--- src/rtl/divisor_clk_prog.sv ---
// ============================================================================
// divisor_clk_prog : programmable synchronous clock divider (tick + square out)
// Optional tick_count output enabled by defining DIVCLK_TICK_COUNT_EN.
// Revision: 1.0
// ============================================================================
`default_nettype none

module divisor_clk_prog #(
  parameter int CNT_W   = 16,
  parameter int DEF_DIV = 50000
) (
  input  logic             clk,
  input  logic             rstn,
  input  logic             en,
  input  logic [CNT_W-1:0] div_in,
  input  logic             div_load,
  output logic             div_busy,
  output logic             div_err,
  output logic [CNT_W-1:0] cur_div,
  output logic             tick,
  output logic             out
`ifdef DIVCLK_TICK_COUNT_EN
  ,
  output logic [15:0]      tick_count
`endif
);

  localparam logic [CNT_W-1:0] C_DEF_DIV = CNT_W'(DEF_DIV);
  localparam logic [CNT_W-1:0] C_ONE     = CNT_W'(1);

  logic [CNT_W-1:0] r_cnt;
  logic [CNT_W-1:0] r_pend;

  logic             w_wrap;
  logic             w_load_ok;
  logic [CNT_W-1:0] w_cnt_inc;
  logic [CNT_W:0]   w_half;
  logic             w_out_next;

  // cur_div is never 0, so cur_div-1 cannot underflow
  assign w_wrap     = (r_cnt == (cur_div - C_ONE));
  assign w_load_ok  = div_load && (div_in != '0);
  assign w_cnt_inc  = r_cnt + C_ONE;
  assign w_half     = ({1'b0, cur_div} + {{CNT_W{1'b0}}, 1'b1}) >> 1;
  assign w_out_next = ({1'b0, w_cnt_inc} < w_half);

  always_ff @(posedge clk or negedge rstn) begin
    if (!rstn) begin
      r_cnt    <= '0;
      r_pend   <= '0;
      cur_div  <= C_DEF_DIV;
      div_busy <= 1'b0;
      div_err  <= 1'b0;
      tick     <= 1'b0;
      out      <= 1'b0;
    end else begin
      div_err <= div_load && (div_in == '0);
      tick    <= 1'b0;
      if (en) begin
        if (w_wrap) begin
          r_cnt <= '0;
          tick  <= 1'b1;
          out   <= 1'b1;
          if (div_busy) begin
            cur_div  <= r_pend;
            div_busy <= 1'b0;
          end
        end else begin
          r_cnt <= w_cnt_inc;
          out   <= w_out_next;
        end
      end else if (div_busy) begin
        cur_div  <= r_pend;
        r_cnt    <= '0;
        out      <= 1'b1;
        div_busy <= 1'b0;
      end
      // A load on the apply edge overrides the busy clear: new value becomes pending
      if (w_load_ok) begin
        r_pend   <= div_in;
        div_busy <= 1'b1;
      end
    end
  end

`ifdef DIVCLK_TICK_COUNT_EN
  always_ff @(posedge clk or negedge rstn) begin
    if (!rstn) begin
      tick_count <= 16'h0000;
    end else if (en && w_wrap) begin
      tick_count <= tick_count + 16'h0001;
    end
  end
`endif

endmodule

`default_nettype wire

--- config.mk ---
export PLATFORM = sky130hd
export DESIGN_NAME = divisor_clk_prog
export DESIGN_NICKNAME = d
export VERILOG_FILES = /design/src/rtl/divisor_clk_prog.sv
export SDC_FILE = /design/constraint.sdc
export NUM_CORES = 1
export LEC_CHECK = 0
export CAP_MARGIN = 40
export CORE_MARGIN = 2
export CORE_UTILIZATION = 61
export CTS_CLUSTER_DIAMETER = 120
export DETAILED_ROUTE_END_ITERATION = 16
export HOLD_SLACK_MARGIN = 0.06
export PLACE_DENSITY = 0.86
export REMOVE_ABC_BUFFERS = 1
export SYNTH_ARGS = -nofsm -noshare
export SYNTH_HDL_FRONTEND = slang
export SYNTH_SLANG_ARGS = --single-unit
--- constraint.sdc ---
create_clock -name clk -period 6 [get_ports clk]
set_clock_uncertainty 0.05 [all_clocks]
set_input_delay 0.9 -clock clk [delete_from_list [all_inputs] [get_ports clk]]
set_output_delay 0.9 -clock clk [all_outputs]
set_load 0.1 [all_outputs]
======== After elaboration in Yosys (flattened, before gate mapping) ========
Index checks and enable logic that the tools add are counted.
cells by class
  multiplexer cells ....................... 14
  add/subtract/negate cells ............... 3
  reduce and logical (&&, ||, !) cells .... 5
  magnitude comparators ................... 1
  eq/ne operators ......................... 3
operators with widths
  cell                   count
  $mux 16                6
  $add 16x1->17 const B  1
  $add 16x1->16 const B  1
  $eq 16x16->1           1
  $logic_not 16->1       1
  $lt 16x16->1           1
  $reduce_bool 16->1     1
  $sub 16x1->16 const B  1
  $mux 1                 8
  $ne 3x1->1 const B     1
  $logic_and 1x1->1      2
  $ne 2x1->1 const B     1
  $reduce_bool 2->1      1
storage, ports and cells
  bits in registers ....................... 52
  word-level logic and storage cells ...... 33
  bits of input ports ..................... 20
  output and inout bits ................... 20

======== Longest topological paths before layout ========
Gate-level depths: netlist (run 1).
  depth after elaboration ................. 5
  depth in mapped cells ................... 13
  gate-level depth less buffers ........... 12

======== Worst setup path before layout (run 1) ========
No wires, ideal clock.
  kind .................................... reg-to-reg
  start ................................... register cur_div[0]
  end ..................................... register cur_div[13]
  clock period less this slack ............ 3.935 ns
  cell stages (with the launch flop) ...... 13
  arrival time ............................ 3.759 ns
  path buffers ............................ 3
  slack ................................... 2.065 ns
  library setup time ...................... 0.126 ns
  required time ........................... 5.824 ns
  cells stage by stage .................... dfrtp_1 -> inv_1 -> ha_1 -> nor4b_4 -> and2b_1 -> xnor2_1 -> or4b_1 -> or4_1 -> buf_2 -> a21bo_1 -> buf_6 -> buf_12 -> mux2_4
on the way
  longest elaborated chain between the ends .. 3
RTL lines
  what                      RTL line  source
  start: declaration        19        output logic [CNT_W-1:0] cur_div,
  start signal: assignment  65        cur_div <= r_pend;
  start signal: assignment  73        cur_div <= r_pend;
  $sub 16x1->16             41        assign w_wrap = (r_cnt == (cur_div - C_ONE));
  $eq 16x16->1              41
  $ne 2x1->1 (no line)      n/a
Every way passes these cells.
A chain may end at the register's enable or synchronous reset.

======== Worst setup path after layout (run 1) ========
  start ................................... register cur_div[5]
  end ..................................... register cur_div[7]
The elaborated chain is that of the path after synthesis.

==> results by group, run 1 <==
Clocking
  • Cts repair resizes: 0
  • CTS tree: built
  • CTS max path bufs: 2
  • Clock Latency Late Sink: 0.32 ns
  • Num CTS Buffers: 5
  • Root Buffer: clkbuf_8
  • Post-CTS Hold Buffers: 0
  • Clock Pin Slew Worst Setup and Hold Paths: 0.10 ns
  • CTS sink cnt: between 50 and 60
  • Postcts setup bufs: 0
  • H-tree depth: 2

Detailed routing
  • 1st-pass router iterations: 5
  • Vias: 3026
  • Antenna viol nets, final: 0
  • Initial DRC count: 280
  • Metal2 WL: approximately 4600 um
  • Drt drc: 0
  • Detailed Route WL: approximately 9200 um
  • Top sig layer: met4
  • DR WL/cell: 19.2 um
  • Met1 wire length: 3760 um
  • Via density: 6.32
  • Routed length on met3: 570 um

Timing
  • Final hold viol count: 0
  • Fmax achieved: roughly 0.26 GHz
  • Unrepaired setup endpoints after global routing: false
  • Slew at the pin closest to its max-slew limit: 0.823 ns
  • Fin crit share: 0.646
  • Final Max Tran Viols: 0
  • Hold slack: 0.468 ns
  • Final setup fails: 0
  • Worst setup margin: 2.12 ns
  • Min cycle time layout: roughly 3.9 ns
  • Total Neg Setup Slack: 0 ns
  • Relative slew slack: 0.452

Synthesis
  • Top post-synthesis cells by area: dfrtp_1 (32%), xnor2_1 (7.4%), mux2_2 (7.0%)
  • Share of the synthesized area in the top cell type: 0.325
  • FFs w/ async S/R, synth: 1.00
  • Synth cell types: 54
  • Mapped Cells: 360
  • Syn_area_per_cell: 9.85 um2
  • Main flop type after synthesis: dfrtp_1
  • Syn. warnings: 0
  • Post-synthesis register bit count: 52
  • Yosys top cell by area: dfrtp_1
  • Sequential area share after synthesis: 0.369
  • Post-synth EDFFs: 0
  • Area of the mapped netlist: 3550 um2

Status
  • Status: finished clean

Floorplan
  • Core Rows: 27
  • Die area: 6440 um2
  • Die width: 80.2 um
  • Die Y-Extent: 80.2 um
  • Core footprint: roughly 5600 um2
  • Initial cell density of the core: 0.636
  • Number of top-level pins: 40

Job
  • Max cap viols: 0

Final layout
  • Number of diodes: 0
  • Area of the multi-input gates: 2040 um2
  • Fillers: 335
  • Design area: 4320 um2
  • Sequential cell area: 1310 um2
  • Area delta synth->final: 21.8%
  • Total Nets Final: 444
  • Share of layout cells above drive strength 1: 0.184
  • Fin cells: 479

Critical path
  • Cells on worst reg2reg path: 7
  • Setup slack, reg-to-reg: ~2.1 ns
  • RR Endpoint: cur_div[7]$_DFFE_PN0P_
  • Startpoint types: flop
  • Critical path class: reg -> reg
  • CP Capture Type: flop
  • Critical path data arrival time: 4.03 ns
  • Critical path fanouts, max: 16
  • Data required, critical path: 6.15 ns
  • Crit Reg-Reg Startpoint: cur_div[5]$_DFFE_PN0P_

Global route
  • First-pass GRT wire length: 15200 um
  • Vias in the first global route: slightly below 3k
  • Initial antenna violation count: 0
  • Largest net degree at the start of global routing: 53
  • GRT overflow: 0
  • Total track usage: 0.309

Place
  • Inst Count DP: approximately 470
  • Gpl congestion: just over 0.9
  • Port-buffer cells: 39
  • Pre-CTS WS: 2.35 ns
  • DP Area: 4220 um2
  • DP Wirelength: 6620 um

Min path
  • Hold Crit Depth: 1
  • Worst Hold Launch: r_pend[4]$_DFFE_PN0P_
  • Endpoint, Worst Hold: cur_div[4]$_DFFE_PN1P_
  • Worst min path class: reg -> reg

Pwr
  • Peak VDD IR: 0.278 mV
  • Power density cells: 285 nW/um2
  • LEAKAGE: 0.00174 uW
-- how the worst max path moves through the flow --
stage / start / endpoint / slack, ns / cells after the start
floorplan: cur_div[0]$_DFFE_PN0P_ / cur_div[10]$_DFFE_PN0P_ / 2.01 / 9
global placement: cur_div[0]$_DFFE_PN0P_ / cur_div[13]$_DFFE_PN0P_ / 2.51 / 9
detailed placement: cur_div[0]$_DFFE_PN0P_ / cur_div[5]$_DFFE_PN0P_ / 2.35 / 9
CTS: cur_div[5]$_DFFE_PN0P_ / cur_div[5]$_DFFE_PN0P_ / 2.20 / 7
global route: r_cnt[2]$_DFFE_PN0P_ / out$_DFFE_PN0P_ / 1.97 / 11
finish: cur_div[5]$_DFFE_PN0P_ / cur_div[7]$_DFFE_PN0P_ / 2.12 / 7
-- report_power, final --
part	internal, uW	total (uW)	leakage (uW)	switching (uW)
clock	96.9	225	0.0000522	128
combinational	219	527	0.00106	308
sequential	393	480	0.000636	87.6
total	708	1230	0.00174	524
-- critical path: stages, from the launching register on --
cell       delay [ns]
dfrtp_1          0.55
nor3_1           0.49
nand3_1          0.30
a2111oi_1        0.55
o22ai_1          0.18
or4_1            0.66
a21bo_1          0.55
mux2_4           0.43
-- cells by family after synthesis --
kind of cell	share of synthesized area
AND/OR/NAND/NOR	0.184
flip-flops	0.369
AO/OA/AOI/OAI	0.104
XOR/XNOR	0.111
buffers and inverters	0.0561
multiplexers	0.112
adder cells (fa/ha/maj)	0.0635
-- per-stage QoR --
step / total power, uW / util
6_report: 1230 / 0.775
5_1_grt: 1280 / 0.775
4_1_cts: 1230 / 0.775
3_5_place_dp: 1000 / 0.757
3_3_place_gp: 906 / 0.702
2_1_floorplan: 796 / -
-- synthesized netlist by cell type (10+ instances only) --
library cell,n
inv_1,20
mux2_4,10
xor2_1,15
xnor2_1,30
o32ai_1,13
nor2_1,20
clkbuf_1,15
nand2_1,36
dfrtp_1,46
mux2_2,22
nand3_1,12
ha_1,18
-- placed cells by master (no fill, tap or decap), types with 3 or more instances in the layout --
| cell | instances |
|---|---|
| dfrtp_1 | 46 |
| clkdlybuf4s50_1 | 38 |
| nand2_1 | 36 |
| xnor2_1 | 30 |
| mux2_2 | 22 |
| nor2_1 | 20 |
| inv_1 | 20 |
| buf_8 | 20 |
| ha_1 | 18 |
| xor2_1 | 15 |
| o32ai_1 | 13 |
| nand3_1 | 12 |
| mux2_4 | 10 |
| nand4_1 | 9 |
| nor4_1 | 9 |
| nor3_1 | 8 |
| and3_1 | 6 |
| clkbuf_8 | 6 |
| dfstp_2 | 6 |
| o21ai_0 | 5 |
| or3_1 | 4 |
| or4_1 | 4 |
| a211oi_1 | 4 |
| nor2b_1 | 3 |
| a21oi_1 | 3 |
| buf_4 | 3 |
-- state kept, by name (all words and copies together) (netlist names) --
signal,cells
div_busy,1
tick,1
r_cnt,16
div_err,1
out,1
cur_div,16
r_pend,16
-- layout make-up --
| class | count | area share |
|---|---|---|
| multi-input cells | 265 | 0.472 |
| flip-flops and latches | 52 | 0.303 |
| repair buffers | 62 | 0.164 |
| well taps | 72 | 0.0209 |
| clock buffers | 6 | 0.0191 |
| inverters | 20 | 0.0174 |
| clock inverters | 2 | 0.00405 |
-- metal layers --
metal | up-vias | track usage
met5 | - | 0
met4 | 0 | 0.100
met3 | 34 | 0.0427
met2 | 161 | 0.538
met1 | 1446 | 0.395
li1 | 1385 | -
(Power assumes the default switching activity.)
==> inputs of run 2 (changes only) <==
--- a/config.mk
+++ b/config.mk
@@ -7,11 +7,11 @@
 export LEC_CHECK = 0
 export CAP_MARGIN = 40
 export CORE_MARGIN = 2
-export CORE_UTILIZATION = 61
+export CORE_UTILIZATION = 57
 export CTS_CLUSTER_DIAMETER = 120
 export DETAILED_ROUTE_END_ITERATION = 16
 export HOLD_SLACK_MARGIN = 0.06
-export PLACE_DENSITY = 0.86
+export PLACE_DENSITY = 0.81
 export REMOVE_ABC_BUFFERS = 1
 export SYNTH_ARGS = -nofsm -noshare
 export SYNTH_HDL_FRONTEND = slang
==> constraint.sdc (replaced) <==
create_clock -name clk -period 3.84 [get_ports clk]
set_clock_uncertainty 0.05 [all_clocks]
set_input_delay 0.576 -clock clk [delete_from_list [all_inputs] [get_ports clk]]
set_output_delay 0.576 -clock clk [all_outputs]
set_load 0.1 [all_outputs]
==> run 2 against run 1 <==
  * Final cell count grew 1.0%
  * Global-route usage shrank 5.7 points
  * Die area grew 6.7%
  * Utilization shrank 4.9 points
  * Register-to-register slack lost 1.9 ns
  * Worst hold slack lost 0.21 ns
  * Critical path depth grew 2
  * Worst setup slack lost 1.9 ns
  * First-iteration DRC count shrank 51%
  * Sequential share of layout area is essentially flat
  * Count of clock-buffer cells in the layout is the same
==> results by group, run 2 (synthesis results as in run 1) <==
Detailed routing
  • Detailed Route WL: 8180 um (-11%)
  • Antenna viol nets, final: 0 (unchanged)
  • Metal2 WL: 4190 um (-9.9%)
  • Vias: 2902 (-4.1%)
  • Initial DRC count: 137 (-51%)
  • 1st-pass router iterations: 4 (-1)
  • Met1 wire length: 3490 um (-7.1%)
  • Drt drc: 0 (unchanged)
  • Routed length on met3: 327 um (-43%)
  • Via density: 6.00 (-5.1%)
  • DR WL/cell: 16.9 um (-12%)
  • Top sig layer: met4

Clocking
  • CTS max path bufs: 2 (unchanged)
  • CTS tree: built
  • Postcts setup bufs: 0 (unchanged)
  • Cts repair resizes: 0 (unchanged)
  • Num CTS Buffers: 5 (unchanged)
  • H-tree depth: 2 (unchanged)
  • Post-CTS Hold Buffers: 0 (unchanged)
  • Root Buffer: clkbuf_8
  • Clock Latency Late Sink: 0.31 ns (about the same)
  • CTS sink cnt: 52 (unchanged)
  • Clock Pin Slew Worst Setup and Hold Paths: 0.10 ns (about the same)

Floorplan
  • Die area: 6870 um2 (+6.7%)
  • Core footprint: 5960 um2 (+6.8%)
  • Core Rows: 28 (+3.7%)
  • Die Y-Extent: 82.9 um (+3.3%)
  • Number of top-level pins: 40 (unchanged)
  • Die width: 82.9 um (+3.3%)
  • Initial cell density of the core: 0.595 (-0.0408)

Critical path
  • Critical path class: reg -> reg
  • Critical path fanouts, max: 16 (unchanged)
  • Slowest-stage cell, CP: or4_1
  • Critical path data arrival time: 3.72 ns (-0.31 ns)
  • Data required, critical path: 3.99 ns (-2.16 ns)
  • Critical Path, Cell by Cell: inv_1, ha_1, nor4b_4, and2b_1, xnor2_1, or4b_1, or4_1, a21bo_1, mux2_4
  • Max incr delay on CP: 0.65 ns (about the same)
  • Startpoint types: flop
  • CP Capture Type: flop

Pwr
  • Power Total: 1880 uW (+52%)
  • Sequential Power Share: 0.391 (about the same)
  • Internal: 1090 uW (+54%)
  • Sw power: 788 uW (+50%)
  • Logic pwr share: 0.437 (+0.009)
  • LEAKAGE: 0.00174 uW (about the same)
  • Switching Share: 0.419 (-0.00597)
  • Peak VDD IR: 0.349 mV (+25%)
  • Clock share of power: 0.171 (-0.012)
  • Power density cells: 435 nW/um2 (+52%)

Timing
  • Final hold viol count: 0 (unchanged)
  • Relative slew slack: 0.473 (+0.0213)
  • Hold slack: 0.258 ns (-0.210 ns)
  • Fin crit share: 0.931 (+0.286)
  • Final setup fails: 0 (unchanged)
  • Fmax achieved: 0.280 GHz (+8.3%)
  • Min cycle time layout: 3.58 ns (-0.299 ns)
  • Final Max Tran Viols: 0 (unchanged)
  • Slew at the pin closest to its max-slew limit: 0.791 ns (-0.0320 ns)
  • Unrepaired setup endpoints after global routing: false

Global route
  • Total track usage: 0.251 (-0.0572)
  • GRT overflow: 0 (unchanged)
  • First-pass GRT wire length: 14300 um (-6.0%)
  • Vias in the first global route: 2898 (-2.7%)
  • Largest net degree at the start of global routing: 35 (-34%)
  • Initial antenna violation count: 0 (unchanged)

Place
  • Gpl congestion: 0.852 (-6.2%)
  • DP Area: 4230 um2 (+0.21%)
  • Port-buffer cells: 39 (unchanged)
  • DP Wirelength: 6200 um (-6.4%)
  • Inst Count DP: 476 (+1.1%)

Final layout
  • Number of diodes: 0 (unchanged)
  • Layout Utilization: 0.726 (-0.0492)
  • Design area: 4320 um2 (about the same)
  • Share of layout cells above drive strength 1: 0.191 (+0.00643)
  • Commonest cells after routing, fill and taps aside: dfrtp_1 (46), clkdlybuf4s50_1 (37), nand2_1 (36)
  • Commonest non-fill, non-tap cell in the layout: dfrtp_1
  • Area delta synth->final: 21.9% (about the same)
  • Total Nets Final: 446 (+0.45%)
  • Top Registers: cur_div: 16 flops, r_cnt: 16 flops, r_pend: 16 flops
  • Fin cells: 484 (+1.0%)

Job
  • Max cap viols: 0 (unchanged)

Status
  • Status: finished clean

Min path
  • Worst min path class: in -> async
run 2: worst paths after layout:
| path | start | cells after the start | endpoint | slack (ns) |
|---|---|---|---|---|
| setup reg to reg | cur_div[1]$_DFFE_PN0P_ | 9 | cur_div[10]$_DFFE_PN0P_ | 0.26 |
| max in group asynchronous | rstn | 2 | cur_div[15]$_DFFE_PN1P_ | 2.68 |
| hold / removal | rstn | 1 | r_pend[0]$_DFFE_PN0P_ | 0.26 |
| min in group clk | r_pend[14]$_DFFE_PN0P_ | 1 | cur_div[14]$_DFFE_PN1P_ | 0.47 |
| setup / recovery | cur_div[1]$_DFFE_PN0P_ | 9 | cur_div[10]$_DFFE_PN0P_ | 0.26 |
| hold reg to reg | r_pend[14]$_DFFE_PN0P_ | 1 | cur_div[14]$_DFFE_PN1P_ | 0.47 |
run 2: worst max-delay path: cells and delay by family, from the launching register on:
family,cells,cell delay (ns)
mux,1,0.40
simple gates,4,1.61
compound gates,1,0.52
fa+ha+maj,1,0.21
buf+inv,1,0.09
xor+xnor,1,0.07
flops,1,0.49
run 2: power by group through the flow:
stage / sequential, uW / combinational [uW] / clock [uW]
final: 735 / 822 / 322
after global routing: 747 / 875 / 347
after CTS: 731 / 825 / 329
after detailed placement: 741 / 820 / 0
after global placement: 736 / 688 / 0
after floorplan: 971 / 273 / 0
run 2: per-layer routing:
metal  GRT usage  vias up
met3      0.0338       16
met2       0.425       79
met4      0.0849        0
met1       0.333     1417
met5           0        -
li1            -     1390
run 2: area by class of cell:
type                       count  area, um2
inverter                      20       75.1
timing repair buffer          64        713
clock inverter                 2       16.3
sequential                    52       1310
fill                         406       1630
clock buffer                   6       72.6
multi-input combinational    265       2040
tap                           75       93.8
run 2: metrics by stage:
stage	worst slack [ns]	setup TNS, ns
after floorplan	-0.146	-1.96
after global placement	0.362	0
after detailed placement	0.247	0
after CTS	0.194	0
after global routing	0.0611	0
final	0.263	0
==> inputs of run 3 (changes only) <==
--- a/config.mk
+++ b/config.mk
@@ -10,7 +10,7 @@
 export CORE_UTILIZATION = 57
 export CTS_CLUSTER_DIAMETER = 120
 export DETAILED_ROUTE_END_ITERATION = 16
-export HOLD_SLACK_MARGIN = 0.06
+export HOLD_SLACK_MARGIN = 0.02
 export PLACE_DENSITY = 0.81
 export REMOVE_ABC_BUFFERS = 1
 export SYNTH_ARGS = -nofsm -noshare
==> results of run 3 <==
Same layout as run 2: the final DEF is identical, and so are final timing and power.
